**config.mk**
```make
export PLATFORM = sky130hd
export DESIGN_NAME = opb_cnt_seq_ctrl
export DESIGN_NICKNAME = d
export VERILOG_FILES = /design/src/rtl/opb_cnt_seq_ctrl.sv
export SDC_FILE = /design/constraint.sdc
export NUM_CORES = 1
export LEC_CHECK = 0
export CAP_MARGIN = 20
export CORE_ASPECT_RATIO = 1.4
export CORE_MARGIN = 2
export CORE_UTILIZATION = 35
export DETAILED_ROUTE_END_ITERATION = 10
export PLACE_DENSITY_LB_ADDON = 0.05
export SKIP_CTS_REPAIR_TIMING = 1
export SLEW_MARGIN = 20
export SYNTH_ARGS = -nofsm -noshare
export SYNTH_HDL_FRONTEND = slang
export SYNTH_SLANG_ARGS = --single-unit
```
**constraint.sdc**
```tcl
create_clock -name OPB_Clk -period 6.25 [get_ports OPB_Clk]
set_input_delay 0.625 -clock OPB_Clk [delete_from_list [all_inputs] [get_ports OPB_Clk]]
set_output_delay 0.625 -clock OPB_Clk [all_outputs]
set_load 0.1 [all_outputs]
```
**src/rtl/opb_cnt_seq_ctrl.sv**
```systemverilog
// OPB slave sequencer that resets, runs and stops a test counter datapath.
// Optional done interrupt and mask bit: define OPB_CNT_SEQ_CTRL_IRQ_EN.
module opb_cnt_seq_ctrl #(
  parameter logic [31:0] C_BASEADDR = 32'h01010300,
  parameter logic [31:0] C_HIGHADDR = 32'h010103FF,
  parameter int unsigned RST_LEN    = 4
) (
  input  logic        OPB_Clk,
  input  logic        OPB_Rst,
  input  logic [0:31] OPB_ABus,
  input  logic [0:31] OPB_DBus,
  input  logic [0:3]  OPB_BE,
  input  logic        OPB_RNW,
  input  logic        OPB_select,
  input  logic        OPB_seqAddr,
  output logic [0:31] Sl_DBus,
  output logic        Sl_xferAck,
  output logic        Sl_errAck,
  output logic        Sl_retry,
  output logic        Sl_toutSup,
  output logic        cnt_rst,
  output logic        cnt_en
`ifdef OPB_CNT_SEQ_CTRL_IRQ_EN
  ,
  output logic        done_irq
`endif
);

  typedef enum logic [1:0] {
    ST_IDLE = 2'd0,
    ST_RST  = 2'd1,
    ST_RUN  = 2'd2,
    ST_DONE = 2'd3
  } state_t;

  localparam logic [7:0] RST_LAST = 8'(RST_LEN - 1);

  state_t      state_q, state_d;
  logic [7:0]  rst_cnt_q, rst_cnt_d;
  logic [31:0] count_q, count_d;
  logic [31:0] period_q, period_d;
  logic        cont_q, cont_d;
  logic        done_q, done_d;
  logic        ack_q, ack_d;
  logic        mask_q, mask_d;

  // Bus vectors are big-endian; re-view them as numeric [31:0] values.
  logic [31:0] abus;
  logic [31:0] wdata;
  logic [3:0]  be;
  logic [1:0]  offset;
  logic        hit, xfer, wr, rd;
  logic        ctrl_wr, period_wr, start, abort;
  logic [31:0] rdata;
  logic        unused_seq;

  assign abus       = OPB_ABus;
  assign wdata      = OPB_DBus;
  assign be         = OPB_BE;
  assign offset     = abus[3:2];
  assign unused_seq = OPB_seqAddr;

  assign hit       = OPB_select && (abus >= C_BASEADDR) && (abus <= C_HIGHADDR);
  assign xfer      = ack_q && hit;
  assign wr        = xfer && !OPB_RNW;
  assign rd        = xfer && OPB_RNW;
  assign ctrl_wr   = wr && (offset == 2'd0);
  assign period_wr = wr && (offset == 2'd1);
  assign start     = ctrl_wr && be[0] && wdata[0];
  assign abort     = ctrl_wr && be[0] && wdata[2];

  always_comb begin
    ack_d    = hit && !ack_q;
    period_d = period_q;
    cont_d   = cont_q;
    mask_d   = mask_q;
    for (int j = 0; j < 4; j++) begin
      if (period_wr && be[j]) period_d[8*j +: 8] = wdata[8*j +: 8];
    end
    if (ctrl_wr && be[0]) begin
      cont_d = wdata[1];
`ifdef OPB_CNT_SEQ_CTRL_IRQ_EN
      mask_d = wdata[3];
`endif
    end
  end

  always_comb begin
    state_d   = state_q;
    rst_cnt_d = rst_cnt_q;
    count_d   = count_q;
    done_d    = done_q && !ctrl_wr;
    if (state_q == ST_DONE) done_d = 1'b1;
    if (abort) begin
      state_d = ST_IDLE;
    end else begin
      unique case (state_q)
        ST_IDLE: begin
          if (start) begin
            state_d   = ST_RST;
            rst_cnt_d = 8'd0;
          end
        end
        ST_RST: begin
          if (rst_cnt_q == RST_LAST) begin
            count_d = 32'd0;
            state_d = (period_q == 32'd0) ? ST_DONE : ST_RUN;
          end else begin
            rst_cnt_d = rst_cnt_q + 8'd1;
          end
        end
        // A PERIOD already at or below count runs on until the counter wraps.
        ST_RUN: begin
          if (count_q == period_q - 32'd1) state_d = ST_DONE;
          else count_d = count_q + 32'd1;
        end
        ST_DONE: begin
          if (cont_q) begin
            state_d   = ST_RST;
            rst_cnt_d = 8'd0;
          end else begin
            state_d = ST_IDLE;
          end
        end
      endcase
    end
  end

  always_comb begin
    rdata = 32'h0;
    unique case (offset)
      2'd0: rdata = {30'h0, cont_q, 1'b0};
      2'd1: rdata = period_q;
      2'd2: rdata = {28'h0, mask_q, done_q, state_q};
      2'd3: rdata = count_q;
    endcase
  end

  always_ff @(posedge OPB_Clk) begin
    if (!OPB_Rst) begin
      state_q   <= ST_IDLE;
      rst_cnt_q <= 8'd0;
      count_q   <= 32'd0;
      period_q  <= 32'd0;
      cont_q    <= 1'b0;
      done_q    <= 1'b0;
      ack_q     <= 1'b0;
      mask_q    <= 1'b0;
    end else begin
      state_q   <= state_d;
      rst_cnt_q <= rst_cnt_d;
      count_q   <= count_d;
      period_q  <= period_d;
      cont_q    <= cont_d;
      done_q    <= done_d;
      ack_q     <= ack_d;
      mask_q    <= mask_d;
    end
  end

  assign Sl_DBus    = rd ? rdata : 32'h0;
  assign Sl_xferAck = ack_q;
  assign Sl_errAck  = 1'b0;
  assign Sl_retry   = 1'b0;
  assign Sl_toutSup = 1'b0;
  assign cnt_rst    = (state_q == ST_RST);
  assign cnt_en     = (state_q == ST_RUN);
`ifdef OPB_CNT_SEQ_CTRL_IRQ_EN
  assign done_irq   = (state_q == ST_DONE) && !mask_q;
`endif

endmodule

```
# Yosys cells after proc, flatten, opt, wreduce, memory -nomap -nowiden
# Cells that the tools add are included.
[totals] mem_bits_rw=0 latchBits=0 regBits=77 input_bits=73 mem_bits_ro=0 n_memories=0
[op_classes] n_eq_ne=14 mux=16 reduce_logical=28 n_div=0 bitwise_logic=2 shifts=0 addsub=3 mul=0 order_cmp=2
[op_table] operator="32-bit case mux with 4 select lines" n=1
[op_table] operator="32-bit 2-to-1 mux" n=3
[op_table] operator="32-bit case mux with 2 select lines" n=1
[op_table] operator="32-bit by 1-bit adder with 32-bit output, second input constant" n=1
[op_table] operator="32-bit == test" n=1
[op_table] operator="32-bit by 25-bit greater-or-equal comparator with 1-bit output, second input constant" n=1
[op_table] operator="32-bit by 25-bit less-or-equal comparator with 1-bit output, second input constant" n=1
[op_table] operator="32-bit logical NOT" n=1
[op_table] operator="32-bit by 1-bit subtractor with 32-bit output, second input constant" n=1
[op_table] operator="8-bit 2-to-1 mux" n=3
[op_table] operator="8-bit case mux with 3 select lines" n=1
[op_table] operator="1-bit logical AND" n=16
[op_table] operator="8-bit by 1-bit adder with 8-bit output, second input constant" n=1
[op_table] operator="2-bit == test, second input constant" n=4
[op_table] operator="8-bit by 2-bit == test with 1-bit output, second input constant" n=1
[op_table] operator="2-bit inequality test, second input constant" n=4
[op_table] operator="2-bit case mux with 4 select lines" n=1
[op_table] operator="2-bit 2-to-1 mux" n=3
[op_table] operator="5-bit AND reduction" n=1
[op_table] operator="2-bit by 1-bit == test with 1-bit output, second input constant" n=2
[op_table] operator="2-bit logical NOT" n=2
[op_table] operator="2-bit by 1-bit inequality test with 1-bit output, second input constant" n=2
[op_table] operator="4-bit AND reduction" n=1
[op_table] operator="1-bit logical NOT" n=3
[op_table] operator="other kinds (6)" n=9

# Logic depth before layout (Yosys ltp)
[logic_depth] depth_word=10 depth_mapped=12 ltp_nobuf=10

# Worst setup path before layout
# No wires, ideal clock.
[synth_timing] kind="input-to-output" start="input OPB_ABus[5] (netlist bit)" end="output Sl_DBus[10] (netlist bit)" path_stages=8 t_arrival_ns=3.172 required_ns=5.625 n_path_buf=2 path_slack_ns=2.453 path_cell_list="nor4b_1 > nand4_1 > nor2_1 > and2_1 > nand3_1 > clkbuf_1 > clkbuf_1 > nor2_1"
[synth_via] elab_chain_len=6 elab_cells_between_ends=7 classes_between="order compare (2); mux (1); reduce/logical (4)"
[synth_lines] item="start, declared" line_no="10" text="input logic [0:31] OPB_ABus,"
[synth_lines] item="32-bit by 25-bit greater-or-equal comparator with 1-bit output" line_no="63" text="assign hit = OPB_select && (abus >= C_BASEADDR) && (abus <= C_HIGHADDR);"
[synth_lines] item="1-bit logical AND" line_no="63"
[synth_lines] item="1-bit logical AND (*)" line_no="63"
[synth_lines] item="1-bit logical AND (*)" line_no="64" text="assign xfer = ack_q && hit;"
[synth_lines] item="1-bit logical AND (*)" line_no="66" text="assign rd = xfer && OPB_RNW;"
[synth_lines] item="32-bit 2-to-1 mux (*)" line_no="161" text="assign Sl_DBus = rd ? rdata : 32'h0;"
[synth_lines] item="end, declared" line_no="16" text="output logic [0:31] Sl_DBus,"
# Mark *: on every way between the ends. The rest lies on a longest branch, timed or not.

# Worst setup path after layout
[layout_timing] start="register period_q[0]" end="register count_q[7]"
[layout_via] elab_chain_len=4
[layout_lines] item="start, declared" line_no="41" text="logic [31:0] period_q, period_d;"
[layout_lines] item="start signal, assigned" line_no="153" text="period_q <= period_d;"
[layout_lines] item="32-bit by 1-bit subtractor with 32-bit output" line_no="114" text="if (count_q == period_q - 32'd1) state_d = ST_DONE;"
[layout_lines] item="32-bit == test" line_no="114"
[layout_lines] item="2-bit inequality test (no line)"
[layout_lines] item="4-bit AND reduction (no line)"
[layout_lines] item="end signal, assigned" line_no="152" text="count_q <= count_d;"
[layout_lines] item="end, declared" line_no="40" text="logic [31:0] count_q, count_d;"
# No other way between the ends.
# A chain may end at the register's enable or synchronous reset.

==> flow_summary.json <==
{
  "grt_max_degree": 41,
  "placed_cell_area_um2": 6639,
  "grt_pass1_vias": 5499,
  "power.internal_mw": 0.8982,
  "synth_area_leaders": "dfxtp_1 (27%), mux2i_1 (6.1%), nand3_1 (5.0%), nand2_1 (5.0%), a21boi_0 (4.4%)",
  "hold_class": "flip-flop to flip-flop",
  "cts_tree": "yes",
  "status": "finished, final reports clean",
  "die_w_um": 111.0,
  "yosysWarnings": 0,
  "floorplan.initialDensity_pct": 35.93,
  "cts.sinks": 77,
  "gp_congestion": 0.9472,
  "drt_iter0_markers": 317,
  "final_cell_mix": "clkdlybuf4s50_1 (99), dfxtp_1 (77), nand2_1 (74), nand3_1 (56), nor2_1 (54)",
  "path_max_fanout": 28,
  "syn_inst": 713,
  "final_common_cell": "clkdlybuf4s50_1",
  "cts-root-buf": "clkbuf_16",
  "synth_ff_type": "dfxtp_1",
  "crit_arrival_ns": 4.67,
  "syn_to_final_growth_pct": 24.32,
  "avgSynthCellArea_um2": 7.865,
  "grt-ovfl-total": 0,
  "ant_nets": 0,
  "layout-drive-gt1-share_pct": 6.041,
  "via_count": 5579,
  "h-tree-depth": 3,
  "max_slew.worst_pin.slew_ns": 1.015,
  "rows": 54,
  "drv_cap": 0,
  "p_switching_mw": 0.2495,
  "comb_power_share_pct": 7.1,
  "max_freq_mhz": 226.1,
  "synthesis.area_um2": 5608,
  "final-setup-viol-count": 0,
  "power_frac_clock_pct": 50.2,
  "clkSlewWorstSetupHoldPaths_ns": 0.06,
  "crit_required_ns": 6.50,
  "drv_slew": 0,
  "synth_largest_area_cell": "dfxtp_1",
  "vias_per_cell": 5.722,
  "grt_setup_unrepaired": "no",
  "cts_made_buffers": 9,
  "hold_viol": 0,
  "dieArea_um2": 17070,
  "synth_edf_count": 0,
  "wirelength_um": 18200,
  "peakVddDrop_uv": 122.6,
  "io_buffer_count": 100,
  "fin_nets": 854,
  "ios": 111,
  "core_um2": 15610,
  "leakage_nw": 2.349,
  "fin_skew_ns": 0.008498,
  "antenna_found_initial": 0,
  "grt_pass1_wl_um": 29110,
  "dp_hpwl_um": 13790,
  "wl_per_cell_um": 18.67,
  "grt_use_total_pct": 21.33,
  "cts_buffer_depth": 2,
  "max-slew-margin-rel_pct": 32.18,
  "yosys.area.top_type_share_pct": 27.49,
  "synth_seq_cells": 77,
  "power_frac_seq_pct": 42.8,
  "clk-insertion-delay-late_ns": 0.35,
  "drc": 0,
  "synth_seq_area_share_pct": 27.49,
  "async_flop_share_pct": 0,
  "netSwitchingFraction_pct": 21.74,
  "powerDensity_nw_per_um2": 164.6,
  "start_kind": "flip-flop",
  "post-route-min-period_ns": 4.423,
  "ys_types": 71,
  "first_pass_iters": 4,
  "die_h_um": 153.8,
  "endpoint_kind": "flip-flop",
  "fin_area_um2": 6972,
  "post-route-period-util_pct": 70.77,
  "path_class": "flip-flop to flip-flop",
  "tns_ns": 0
}
-- critical path, cell delays in order, from the launching register on --
cell	delay, ns
dfxtp_1	0.38
inv_1	0.08
ha_1	0.22
or3b_2	0.58
or4_1	0.63
a2111o_1	0.35
a211o_1	0.29
a2111oi_0	0.33
a41o_1	0.76
buf_4	0.41
o311ai_0	0.17
o41ai_1	0.11
-- power by group through the flow --
stage / Clock [mW] / Combinational, mW / Sequential [mW]
after floorplan: 0 / 0.0338 / 0.502
after global placement: 0 / 0.0805 / 0.502
after detailed placement: 0 / 0.0811 / 0.502
after CTS: 0.591 / 0.0815 / 0.491
after global routing: 0.615 / 0.0862 / 0.490
final: 0.576 / 0.0813 / 0.491
-- stage by stage --
| step | std cells | worst slack (ns) | util [%] | hold slack, ns | power (mW) |
|---|---|---|---|---|---|
| after global placement | 958 | 1.874 | 42.54 | 0.4947 | 0.5821 |
| after floorplan | 715 | 2.453 | - | 0.4749 | 0.5354 |
| after detailed placement | 958 | 1.800 | 42.54 | 0.5109 | 0.5828 |
| final | 975 | 1.827 | 44.67 | 0.5202 | 1.148 |
| after global routing | 974 | 1.615 | 44.65 | 0.5639 | 1.191 |
| after CTS | 974 | 1.869 | 44.62 | 0.5250 | 1.163 |
-- metal layers --
metal  up-vias  part of all wire (%)  wire length (um)  GRT usage, %
li1       2757                     -                 -             -
met1      2668                    44              7931         25.45
met2       126                    50              9192         38.21
met3        28                   3.7               671         4.020
met4         0                   2.2               408         7.381
met5         -                     0                 0             0
-- cell type report --
type / instances / area [um^2]
clock buffers: 11 / 242.7
fillers: 1589 / 8636
inverters: 6 / 22.52
diodes: 1 / 2.502
multi-input cells: 573 / 3794
flip-flops and latches: 77 / 1541
clock inverters: 5 / 82.58
repair buffers: 106 / 1041
well taps: 196 / 245.2
-- synthesized netlist by cell type (4+ instances only) --
master / number
a21boi_0: 33
a21oi_1: 22
and2_1: 7
and3_1: 10
and4_1: 4
buf_1: 4
buf_2: 4
buf_4: 5
clkbuf_1: 43
dfxtp_1: 77
ha_1: 8
inv_1: 6
mux2i_1: 34
nand2_1: 74
nand2b_1: 9
nand3_1: 56
nand3b_1: 7
nand4_1: 19
nor2_1: 54
nor3_1: 20
nor4_1: 12
nor4b_1: 5
o211ai_1: 12
o21a_1: 4
o21ai_0: 14
o31a_1: 4
o31ai_1: 7
o41ai_1: 4
or3_1: 20
or4_1: 23
or4_4: 5
xnor2_1: 24
xor2_1: 19
-- path summary, 6_finish.rpt --
check                      end  cells past startpoint    startpoint  slack [ns]
hold reg to reg   period_q[27]                      2  period_q[27]        0.52
setup reg to reg    count_q[7]                     11   period_q[0]        1.83
hold / removal    period_q[27]                      2  period_q[27]        0.52
setup / recovery    count_q[7]                     11   period_q[0]        1.83
-- flip-flops by register name, summed over array words and instances (netlist names) --
name        count
Sl_xferAck      1
state_q         2
period_q       32
rst_cnt_q       8
cont_q          1
count_q        32
done_q          1
-- kinds of logic after synthesis --
logic type	count (synthesis)	share of synthesized area (%)
mux	37	6.872
fa+ha+maj	8	1.785
xor+xnor	44	7.117
simple gates	345	33.65
buf+inv	65	5.176
other cells	1	0.06687
compound gates	136	17.85
flops	77	27.49
Note: power is estimated with default switching activity, not from simulation.
==> edit (same flow settings) <==
Add a define of `OPB_CNT_SEQ_CTRL_IRQ_EN`.
--- a/src/rtl/opb_cnt_seq_ctrl.sv
+++ b/src/rtl/opb_cnt_seq_ctrl.sv
@@ -1,4 +1,6 @@
 // OPB slave sequencer that resets, runs and stops a test counter datapath.
 // Optional done interrupt and mask bit: define OPB_CNT_SEQ_CTRL_IRQ_EN.
+`define OPB_CNT_SEQ_CTRL_IRQ_EN
+
 module opb_cnt_seq_ctrl #(
   parameter logic [31:0] C_BASEADDR = 32'h01010300,
Formal check against the unedited RTL (old outputs only; new: done_irq): not equivalent (a bounded check fails within 4 cycles, from zero or initial values and one cycle with OPB_Rst low).
==> edit against the original RTL <==
- die area is 0.52% lower
- wire length decreased by 2.2%
- sequential cell count increased by 1
- critical path depth shrank 1
- hold slack worse by 0.050 ns
- first-iteration DRC count decreased by 21%
- utilization unchanged
- maximum frequency decreased by 1.7%
- area after synthesis fell by 0.54%
- setup slack worse by 0.075 ns
- clock skew fell by 0.0011 ns
- final area is the same
- critical path type is now in -> out
Power is not compared: it rests on default switching activity, and its combinational part moved more than twofold at a synthesized area within 25%.
==> edit: results (changes against the original RTL) <==
[layout]
n_clock_buffer=10  ; -1
buffer_area_frac=0.151  ; +0.00144
n_fill_cell=1621  ; +2.0%
clk_share=0.0452  ; -0.00144
drive_above_1_share=0.0563  ; -0.00409
num-nonclk-buffers=107  ; +0.94%
multi_input_area_share=0.537  ; -0.00736
finalNonFillerCells=995  ; +2.1%
nets=875  ; +2.5%
inverters_excl_clock=15  ; +9
seq_share=0.224  ; +0.00287
insertedDiodeCount=0  ; -1
multi_input_comb_cells=583  ; +1.7%

[synth]
yosysSeqAreaShare=0.280  ; +0.00507
synthTopCellsByCount=nand2_1, dfxtp_1, nor2_1
synth.area.top_cells=dfxtp_1, nand2_1, mux2i_1
netlist_instances=723  ; +1.4%
ys_types=69  ; -2.8%
syn_area_um2=5580  ; -0.54%

[drt]
wl_per_cell_um=17.9  ; -4.1%
wl_met1_mm=7.63  ; -3.8%
drt_iter0_markers=251  ; -21%
vias_per_cell=5.53  ; -3.4%

[timing]
final.setup.worst_slack_ns=1.75  ; -0.0752 ns

[critical_path]
crit_end=Sl_DBus[19]
crit_start=OPB_ABus[0]
rr_startpoint=period_q[15]$_SDFFE_PN0P_
r2r_end=count_q[1]$_SDFFE_PN0P_
crit_arrival_ns=3.87  ; -0.80 ns
rr_worst_depth=8  ; -3
reg2reg_slack_ns=2.49  ; +0.66 ns
cp_max_fo=18  ; -36%

[grt]
grt_pass1_wl_mm=28.8  ; -0.97%
use_met2=0.373  ; -0.00876
grt_max_degree=43  ; +4.9%
met1_usage=0.247  ; -0.00736
grt_pass1_vias=5434  ; -1.2%
grt_use_total=0.212  ; -0.00139

[placed_design]
gp_congestion=0.825  ; -13%
hpwlAfterDp_mm=13.5  ; -1.7%
placed_cells=979  ; +2.2%
io_buffers=101  ; +1.0%
postPlaceCellArea_um2=6660  ; +0.26%
place_ws_ns=1.71  ; -0.0870 ns

[status]
status=complete, no violations

[pwr]
total_power_w=0.00137

[worst_hold_path]
holdPathEnd=done_q$_SDFF_PN0_

-- edit: cell types whose count changed in the layout (fill, tap and decap cells not counted), sizes merged, moves of 5 or more --
cell    unedited run  this run
o21ai             16        21
inv                7        15
nor2              54        68
or4               28         9
or3               20        11
nor4              14        20
and2               7        12
o211ai            12         6
nand2             74       115
a41o               1         6
xnor2             24        36
and4               4        10
nand3             56        24
nand3b             7         2
-- edit: worst max-delay path, cell delays in order --
cell	delay, ns
clkdlybuf4s50_1	0.40
nor4b_1	0.32
nand4_1	0.17
nor2_1	0.15
nand2_1	0.09
inv_1	0.10
nand3_1	0.37
buf_4	0.36
nor2_1	0.13
clkdlybuf4s50_1	1.14
-- edit: cell families after synthesis --
group           after synthesis  synth area share
compound gates              130             0.164
xor+xnor                     51            0.0801
fa+ha+maj                     8            0.0179
buf+inv                      64            0.0505
flops                        78             0.280
mux                          39            0.0729
other cells                   1          0.000672
simple gates                352             0.334
